--- src/rtl/cache_mem_arbiter_if.sv ---
// cache_mem_arbiter_if
// Purpose: one req/gnt/rvalid memory port bundle, used for both cache-side
//          ports and the shared memory-side port of cache_mem_arbiter.
// Handshake: the requester raises req with addr/wdata/we/be valid and holds
//   them until the responder returns gnt in the same cycle (zero-latency
//   accept). Exactly one rvalid pulse follows each grant. rdata/error are
//   meaningful only while rvalid=1. Only one transaction is in flight at a
//   time.
// Signals:
//   req    requester -> responder  transaction request
//   addr   requester -> responder  32-bit word address
//   wdata  requester -> responder  32-bit write data
//   we     requester -> responder  write enable
//   be     requester -> responder  4-bit byte enables
//   gnt    responder -> requester  request accepted
//   rvalid responder -> requester  response valid
//   rdata  responder -> requester  32-bit read data
//   error  responder -> requester  response error
// Modports: master = requester side, slave = responder side.
interface cache_mem_arbiter_if;
  logic        req;
  logic [31:0] addr;
  logic [31:0] wdata;
  logic        we;
  logic [3:0]  be;
  logic        gnt;
  logic        rvalid;
  logic [31:0] rdata;
  logic        error;

  modport master (
    output req, addr, wdata, we, be,
    input  gnt, rvalid, rdata, error
  );

  modport slave (
    input  req, addr, wdata, we, be,
    output gnt, rvalid, rdata, error
  );
endinterface

--- src/rtl/cache_mem_arbiter.sv ---
// cache_mem_arbiter
// Purpose: arbitrates the instruction-cache (m0) and data-cache (m1) memory
//   ports onto one memory port, one transaction in flight at a time.
//   Round-robin (or fixed m0 priority) on ties; a request that is presented
//   but not yet granted locks the selection; a stuck memory is caught by a
//   response timeout.
// Ports:
//   clk      in   clock
//   reset    in   asynchronous reset, active-high
//   m0, m1   slave modport   cache-side ports
//   mem      master modport  memory-side port
//   o_state  out  FSM state (0 = IDLE, 1 = WAIT) for observation
module cache_mem_arbiter #(
  parameter int TIMEOUT_CYCLES = 1024,
  parameter bit FIXED_PRIORITY = 1'b0
) (
  input  logic                 clk,
  input  logic                 reset,
  cache_mem_arbiter_if.slave   m0,
  cache_mem_arbiter_if.slave   m1,
  cache_mem_arbiter_if.master  mem,
  output logic                 o_state
);

  localparam int TW = (TIMEOUT_CYCLES > 0) ? $clog2(TIMEOUT_CYCLES + 1) : 1;
  localparam logic [TW-1:0] TMO_LAST = TW'((TIMEOUT_CYCLES > 0) ? TIMEOUT_CYCLES - 1 : 0);

  typedef enum logic {S_IDLE = 1'b0, S_WAIT = 1'b1} state_t;

  state_t        r_state;
  state_t        w_state_nxt;
  logic          r_owner;
  logic          r_locked;
  logic          r_last;
  logic [TW-1:0] r_tmo_ctr;

  logic          w_sel;
  logic          w_req_sel;
  logic          w_tmo_hit;

  assign o_state = r_state;

  // Master selection; a pending ungranted request keeps its slot so the
  // memory never sees the address change under an outstanding req.
  always_comb begin
    w_sel = 1'b0;
    if (r_locked)              w_sel = r_owner;
    else if (m0.req && !m1.req) w_sel = 1'b0;
    else if (!m0.req && m1.req) w_sel = 1'b1;
    else if (m0.req && m1.req)  w_sel = FIXED_PRIORITY ? 1'b0 : ~r_last;
  end

  assign w_req_sel = w_sel ? m1.req : m0.req;

  // Timeout fires only when no real response arrives that cycle.
  assign w_tmo_hit = (TIMEOUT_CYCLES > 0) && (r_state == S_WAIT) &&
                     (r_tmo_ctr == TMO_LAST) && !mem.rvalid;

  // State register
  always_ff @(posedge clk or posedge reset) begin
    if (reset) r_state <= S_IDLE;
    else       r_state <= w_state_nxt;
  end

  // Arbitration bookkeeping
  always_ff @(posedge clk or posedge reset) begin
    if (reset) begin
      r_owner   <= 1'b0;
      r_locked  <= 1'b0;
      r_last    <= 1'b1;
      r_tmo_ctr <= '0;
    end else if (r_state == S_IDLE) begin
      if (w_req_sel) begin
        r_owner <= w_sel;
        if (mem.gnt) begin
          r_last    <= w_sel;
          r_locked  <= 1'b0;
          r_tmo_ctr <= '0;
        end else begin
          r_locked <= 1'b1;
        end
      end
    end else if (TIMEOUT_CYCLES > 0) begin
      r_tmo_ctr <= r_tmo_ctr + 1'b1;
    end
  end

  // Next-state logic
  always_comb begin
    w_state_nxt = r_state;
    case (r_state)
      S_IDLE:  if (w_req_sel && mem.gnt) w_state_nxt = S_WAIT;
      S_WAIT:  if (mem.rvalid || w_tmo_hit) w_state_nxt = S_IDLE;
      default: w_state_nxt = S_IDLE;
    endcase
  end

  // Output logic; everything not explicitly driven stays zero, so the
  // non-owner master never sees gnt/rvalid/error/rdata.
  always_comb begin
    mem.req   = 1'b0;
    mem.addr  = '0;
    mem.wdata = '0;
    mem.we    = 1'b0;
    mem.be    = '0;
    m0.gnt    = 1'b0;
    m0.rvalid = 1'b0;
    m0.rdata  = '0;
    m0.error  = 1'b0;
    m1.gnt    = 1'b0;
    m1.rvalid = 1'b0;
    m1.rdata  = '0;
    m1.error  = 1'b0;
    case (r_state)
      S_IDLE: begin
        if (w_req_sel) begin
          mem.req   = 1'b1;
          mem.addr  = w_sel ? m1.addr  : m0.addr;
          mem.wdata = w_sel ? m1.wdata : m0.wdata;
          mem.we    = w_sel ? m1.we    : m0.we;
          mem.be    = w_sel ? m1.be    : m0.be;
          if (mem.gnt) begin
            if (w_sel) m1.gnt = 1'b1;
            else       m0.gnt = 1'b1;
          end
        end
      end
      S_WAIT: begin
        // Real response wins over a coincident timeout.
        if (mem.rvalid || w_tmo_hit) begin
          if (r_owner) begin
            m1.rvalid = 1'b1;
            m1.rdata  = mem.rvalid ? mem.rdata : 32'h0;
            m1.error  = mem.rvalid ? mem.error : 1'b1;
          end else begin
            m0.rvalid = 1'b1;
            m0.rdata  = mem.rvalid ? mem.rdata : 32'h0;
            m0.error  = mem.rvalid ? mem.error : 1'b1;
          end
        end
      end
      default: ;
    endcase
  end

endmodule

--- src/flat_wrapper.sv ---
// flat-port wrapper written by rule: the top's interface ports become plain ports
module cache_mem_arbiter_flat 
#(
  parameter int TIMEOUT_CYCLES = 1024,
  parameter bit FIXED_PRIORITY = 1'b0
)
  (clk, reset, o_state, m0_req, m0_addr, m0_wdata, m0_we, m0_be, m0_gnt, m0_rvalid, m0_rdata, m0_error, m1_req, m1_addr, m1_wdata, m1_we, m1_be, m1_gnt, m1_rvalid, m1_rdata, m1_error, mem_req, mem_addr, mem_wdata, mem_we, mem_be, mem_gnt, mem_rvalid, mem_rdata, mem_error);
  cache_mem_arbiter_if m0_i ();
  cache_mem_arbiter_if m1_i ();
  cache_mem_arbiter_if mem_i ();
  input  logic clk;
  input  logic reset;
  output logic o_state;
  input wire logic [$bits(m0_i.req)-1:0] m0_req;
  input wire logic [$bits(m0_i.addr)-1:0] m0_addr;
  input wire logic [$bits(m0_i.wdata)-1:0] m0_wdata;
  input wire logic [$bits(m0_i.we)-1:0] m0_we;
  input wire logic [$bits(m0_i.be)-1:0] m0_be;
  output wire logic [$bits(m0_i.gnt)-1:0] m0_gnt;
  output wire logic [$bits(m0_i.rvalid)-1:0] m0_rvalid;
  output wire logic [$bits(m0_i.rdata)-1:0] m0_rdata;
  output wire logic [$bits(m0_i.error)-1:0] m0_error;
  input wire logic [$bits(m1_i.req)-1:0] m1_req;
  input wire logic [$bits(m1_i.addr)-1:0] m1_addr;
  input wire logic [$bits(m1_i.wdata)-1:0] m1_wdata;
  input wire logic [$bits(m1_i.we)-1:0] m1_we;
  input wire logic [$bits(m1_i.be)-1:0] m1_be;
  output wire logic [$bits(m1_i.gnt)-1:0] m1_gnt;
  output wire logic [$bits(m1_i.rvalid)-1:0] m1_rvalid;
  output wire logic [$bits(m1_i.rdata)-1:0] m1_rdata;
  output wire logic [$bits(m1_i.error)-1:0] m1_error;
  output wire logic [$bits(mem_i.req)-1:0] mem_req;
  output wire logic [$bits(mem_i.addr)-1:0] mem_addr;
  output wire logic [$bits(mem_i.wdata)-1:0] mem_wdata;
  output wire logic [$bits(mem_i.we)-1:0] mem_we;
  output wire logic [$bits(mem_i.be)-1:0] mem_be;
  input wire logic [$bits(mem_i.gnt)-1:0] mem_gnt;
  input wire logic [$bits(mem_i.rvalid)-1:0] mem_rvalid;
  input wire logic [$bits(mem_i.rdata)-1:0] mem_rdata;
  input wire logic [$bits(mem_i.error)-1:0] mem_error;
  assign m0_i.req = m0_req;
  assign m0_i.addr = m0_addr;
  assign m0_i.wdata = m0_wdata;
  assign m0_i.we = m0_we;
  assign m0_i.be = m0_be;
  assign m0_gnt = m0_i.gnt;
  assign m0_rvalid = m0_i.rvalid;
  assign m0_rdata = m0_i.rdata;
  assign m0_error = m0_i.error;
  assign m1_i.req = m1_req;
  assign m1_i.addr = m1_addr;
  assign m1_i.wdata = m1_wdata;
  assign m1_i.we = m1_we;
  assign m1_i.be = m1_be;
  assign m1_gnt = m1_i.gnt;
  assign m1_rvalid = m1_i.rvalid;
  assign m1_rdata = m1_i.rdata;
  assign m1_error = m1_i.error;
  assign mem_req = mem_i.req;
  assign mem_addr = mem_i.addr;
  assign mem_wdata = mem_i.wdata;
  assign mem_we = mem_i.we;
  assign mem_be = mem_i.be;
  assign mem_i.gnt = mem_gnt;
  assign mem_i.rvalid = mem_rvalid;
  assign mem_i.rdata = mem_rdata;
  assign mem_i.error = mem_error;
  cache_mem_arbiter #(.TIMEOUT_CYCLES(TIMEOUT_CYCLES), .FIXED_PRIORITY(FIXED_PRIORITY)) u_core (.clk(clk), .reset(reset), .m0(m0_i), .m1(m1_i), .mem(mem_i), .o_state(o_state));
endmodule
--- config.mk ---
export PLATFORM = sky130hd
export DESIGN_NAME = cache_mem_arbiter_flat
export DESIGN_NICKNAME = d
export VERILOG_FILES = /design/src/rtl/cache_mem_arbiter_if.sv /design/src/rtl/cache_mem_arbiter.sv /design/src/flat_wrapper.sv
export SDC_FILE = /design/constraint.sdc
export NUM_CORES = 1
export LEC_CHECK = 0
export BUFFER_PORTS_ARGS = -buffer_cell sky130_fd_sc_hd__buf_2
export CORE_AREA = 4 4 123 125
export DETAILED_ROUTE_END_ITERATION = 10
export DIE_AREA = 0 0 127 129
export GPL_ROUTABILITY_DRIVEN = 0
export PLACE_DENSITY_LB_ADDON = 0.05
export SETUP_SLACK_MARGIN = 0.15
export SLEW_MARGIN = 25
export SYNTH_ARGS = -nofsm -noshare
export SYNTH_HDL_FRONTEND = slang
export SYNTH_SLANG_ARGS = --single-unit
--- constraint.sdc ---
create_clock -name clk -period 5.07 [get_ports clk]
set_input_delay 1.2675 -clock clk [delete_from_list [all_inputs] [get_ports clk]]
set_output_delay 1.2675 -clock clk [all_outputs]
set_load 0.1 [all_outputs]
==> results_tabular.tex <==
\begin{tabular}{lr}
\hline
Metric & Value \\
\hline
\multicolumn{2}{l}{\textbf{Outcome}} \\
\quad Run status & finished, final reports clean \\
\multicolumn{2}{l}{\textbf{Yosys}} \\
\quad Average instance area after synthesis & 6.54 um2 \\
\quad Syn Nets & 526 \\
\quad Flops \& latches, synth & 15 \\
\quad Top flip-flop cell by instance count after synthesis & sky130\_fd\_sc\_hd\_\_dfrtp\_1 \\
\quad Number of enable-type register cells in the synthesized netlist & 0 \\
\quad Number of unique standard cell types used by synthesis & 33 \\
\quad Fraction of the yosys area taken by sequential cells & 16.5\% \\
\quad Fraction of registers with async set/reset & 100\% \\
\quad Netlist area before placement & 2280 um2 \\
\quad Post-Synthesis Cells & 348 \\
\quad Yosys warning count & 0 \\
\multicolumn{2}{l}{\textbf{Place}} \\
\quad Final HPWL DP & 11600 um \\
\quad Placed cell count & 825 \\
\quad Placed inst area & 4020 um2 \\
\quad \# port buffers & 317 \\
\multicolumn{2}{l}{\textbf{Floorplan}} \\
\quad Effective utilization at floorplan & 16.4\% \\
\quad Number of core rows & 43 \\
\quad \# IOs & 318 \\
\quad Die Span X & 127 um \\
\quad Die height & 129 um \\
\quad Placeable Area & 13900 um2 \\
\quad Die Footprint & 16400 um2 \\
\multicolumn{2}{l}{\textbf{Clock network}} \\
\quad Post-CTS setup buffers & 0 \\
\quad Clock Latency Late Sink & 0.24 ns \\
\quad Maximum clock insertion buffer count & 2 \\
\quad Clock tree from TritonCTS & yes \\
\quad Number of clock sinks & 15 \\
\quad Post-CTS resize count & 0 \\
\quad TritonCTS Buffers & 3 \\
\quad H-Tree Depth & 1 \\
\quad Hold\_buf cts & 0 \\
\quad Clock root buffer & sky130\_fd\_sc\_hd\_\_clkbuf\_16 \\
\quad Clock-pin slew on the worst setup and hold paths & 0.05 ns \\
\multicolumn{2}{l}{\textbf{Power and ir drop}} \\
\quad Worst vdd rail ir drop & 0.221 mV \\
\quad Static leakage & 2.73 nW \\
\quad Power per Cell Area & 742 nW/um2 \\
\multicolumn{2}{l}{\textbf{Drt}} \\
\quad Via count & 3435 \\
\quad Number of nets with antenna violations after detailed routing & 0 \\
\quad Per-cell routed wire length & 16.5 um \\
\quad Number of vias per cell & 4.14 \\
\quad First drt pass iteration count & 4 \\
\quad WL final & 13700 um \\
\quad Residual DRC & 0 \\
\quad Number of DRC violations after detailed-routing iteration 0 & 99 \\
\multicolumn{2}{l}{\textbf{Layout}} \\
\quad Final instance area & 4110 um2 \\
\quad Fin nets & 828 \\
\quad Fraction of final layout cells sized beyond drive strength 1 & 52.1\% \\
\quad Synth-to-Final Area Change & 80.4\% \\
\quad Post-layout instance count excluding filler cells & 830 \\
\multicolumn{2}{l}{\textbf{Critical path}} \\
\quad Most common cell type on the critical path & sky130\_fd\_sc\_hd\_\_buf\_2 \\
\quad Max FO, Critical Path & 43 \\
\quad Cell depth of the worst flop-to-flop path & 6 \\
\quad Crit path capture type & primary output \\
\quad Launch point of the worst path & m1\_req \\
\quad Highest-delay cell along the critical path & sky130\_fd\_sc\_hd\_\_a211o\_2 \\
\quad Reg-to-reg startpoint & u\_core.r\_owner \\
\quad End of the worst register-to-register path & u\_core.r\_last \\
\quad Last element of the critical path & mem\_wdata[23] \\
\quad Category of the critical setup timing path & primary input to primary output \\
\quad Cells along the critical path & buf\_2 -> mux2i\_1 -> a211o\_2 -> buf\_12 -> nor2\_1 -> buf\_2 \\
\quad Arrival time of the worst setup path & 3.03 ns \\
\quad Slack of the worst reg-to-reg path & 3.14 ns \\
\quad Critical path startpoint category & primary input \\
\quad Longest individual stage delay on the worst path & 0.60 ns \\
\quad Required time of the critical path & 3.80 ns \\
\multicolumn{2}{l}{\textbf{GRT}} \\
\quad Number of global-route vias before repair & 3388 \\
\quad Leftover overflow at the end of global routing & 0 \\
\quad Global-route wire length before repair & 19700 um \\
\quad Number of antenna violations at the first check in global routing & 3 \\
\quad Overall track demand over capacity in global routing & 15.2\% \\
\quad Pin count of the biggest net entering global routing & 44 \\
\multicolumn{2}{l}{\textbf{STA}} \\
\quad Worst slack on hold paths & 0.468 ns \\
\quad Fin Clk Skew & 0.00277 ns \\
\quad Final period util & 84.7\% \\
\quad Relative max-transition margin & 55.8\% \\
\quad Maximum clock frequency & 233 MHz \\
\quad Time the final worst path needs with I/O delays and setup & 4.30 ns \\
\quad Number of hold violations in the final report & 0 \\
\quad Count of final max-slew check failures & 0 \\
\quad Worst Max-Slew Pin Slew & 0.661 ns \\
\quad Unrepaired setup endpoints after global routing & no \\
\quad Total negative slack for setup checks & 0 ns \\
\quad Setup violation total in the final timing report & 0 \\
\multicolumn{2}{l}{\textbf{Job}} \\
\quad Max capacitance violation total & 0 \\
\multicolumn{2}{l}{\textbf{Min path}} \\
\quad Worst min path class & flip-flop to flip-flop \\
\hline
\end{tabular}
## per-stage QoR
step	setup WS [ns]	utilization (%)	total power, mW
3_5_place_dp	0.728	29.0	2.92
3_3_place_gp	0.738	29.0	2.92
6_report	0.774	29.6	3.05
2_1_floorplan	0.573	-	2.47
5_1_grt	0.679	29.6	3.17
4_1_cts	0.726	29.6	3.09
## registers in the layout (all words and copies together), names as in the netlist
name	count
u_core.r_owner	1
u_core.o_state	1
u_core.r_last	1
u_core.r_tmo_ctr	11
u_core.r_locked	1
## worst min-delay path by stage
stage,start,endpoint,slack [ns],cells past startpoint
2_1_floorplan,u_core.r_tmo_ctr[9],u_core.r_tmo_ctr[9],0.44,1
3_3_place_gp,u_core.r_tmo_ctr[9],u_core.r_tmo_ctr[9],0.46,1
3_5_place_dp,u_core.r_tmo_ctr[9],u_core.r_tmo_ctr[9],0.47,1
4_1_cts,u_core.r_tmo_ctr[8],u_core.r_tmo_ctr[8],0.48,1
5_1_grt,u_core.r_tmo_ctr[8],u_core.r_tmo_ctr[8],0.49,1
6_report,u_core.r_tmo_ctr[8],u_core.r_tmo_ctr[8],0.47,1
## critical path: cells and delay by family
family,cells,cell delay [ns]
AND/OR/NAND/NOR,1,0.17
multiplexers,1,0.11
AO/OA/AOI/OAI,1,0.60
buffers and inverters,3,0.85
## power breakdown
group / switching, mW / total [mW] / internal [mW]
clock: 0.0478 / 0.153 / 0.105
combinational: 2.21 / 2.72 / 0.506
sequential: 0.0284 / 0.177 / 0.149
## synthesized netlist by cell type, types with 2 or more instances
library cell,number,area share (%)
sky130_fd_sc_hd__dfrtp_1,14,15
sky130_fd_sc_hd__clkbuf_1,12,2.0
sky130_fd_sc_hd__nand2_1,41,6.8
sky130_fd_sc_hd__buf_2,3,0.66
sky130_fd_sc_hd__nor2_1,145,24
sky130_fd_sc_hd__buf_4,8,2.6
sky130_fd_sc_hd__inv_1,5,0.82
sky130_fd_sc_hd__o21ai_1,6,1.3
sky130_fd_sc_hd__buf_6,6,3.0
sky130_fd_sc_hd__nand3_1,7,1.5
sky130_fd_sc_hd__or3_1,2,0.55
sky130_fd_sc_hd__a21oi_1,4,0.88
sky130_fd_sc_hd__nand4_1,4,1.1
sky130_fd_sc_hd__mux2i_1,72,32
## logic make-up after synthesis
| group | share of synthesized area (%) |
|---|---|
| adders and majority gates | 0.550 |
| AOI/OAI and AO/OA | 4.67 |
| buffers and inverters | 9.24 |
| and+or+nand+nor | 36.1 |
| xor gates and xnor gates | 0.770 |
| DFF | 16.5 |
| muxes | 32.2 |
## cells in the final DEF (no fill, tap or decap), types with 5 or more instances in the layout
cell type | Yosys | layout
sky130_fd_sc_hd__buf_2 | 3 | 317
sky130_fd_sc_hd__buf_4 | 8 | 6
sky130_fd_sc_hd__dfrtp_1 | 14 | 14
sky130_fd_sc_hd__inv_1 | 5 | 5
sky130_fd_sc_hd__mux2i_1 | 72 | 72
sky130_fd_sc_hd__nand2_1 | 41 | 40
sky130_fd_sc_hd__nand3_1 | 7 | 7
sky130_fd_sc_hd__nor2_1 | 145 | 145
sky130_fd_sc_hd__o21ai_1 | 6 | 6
## cell type report
cell class | count | area [um2]
Clock inverter | 1 | 5.00
Clock buffer | 3 | 75.1
Tap cell | 180 | 225
Antenna cell | 1 | 2.50
Sequential cell | 15 | 377
Multi-Input combinational cell | 298 | 1710
Fill cell | 1611 | 9770
Timing Repair Buffer | 326 | 1690
Inverter | 6 | 22.5
## metal layers
metal  up-vias  global-route usage, %  routed length (um)
met3        12                   4.03                1120
met1      1528                   15.1                4520
li1       1742                      -                   -
met2       149                   31.9                7880
met5         -                      0                  27
met4         4                   1.45                 125
Power figures use the tool's default switching activity.
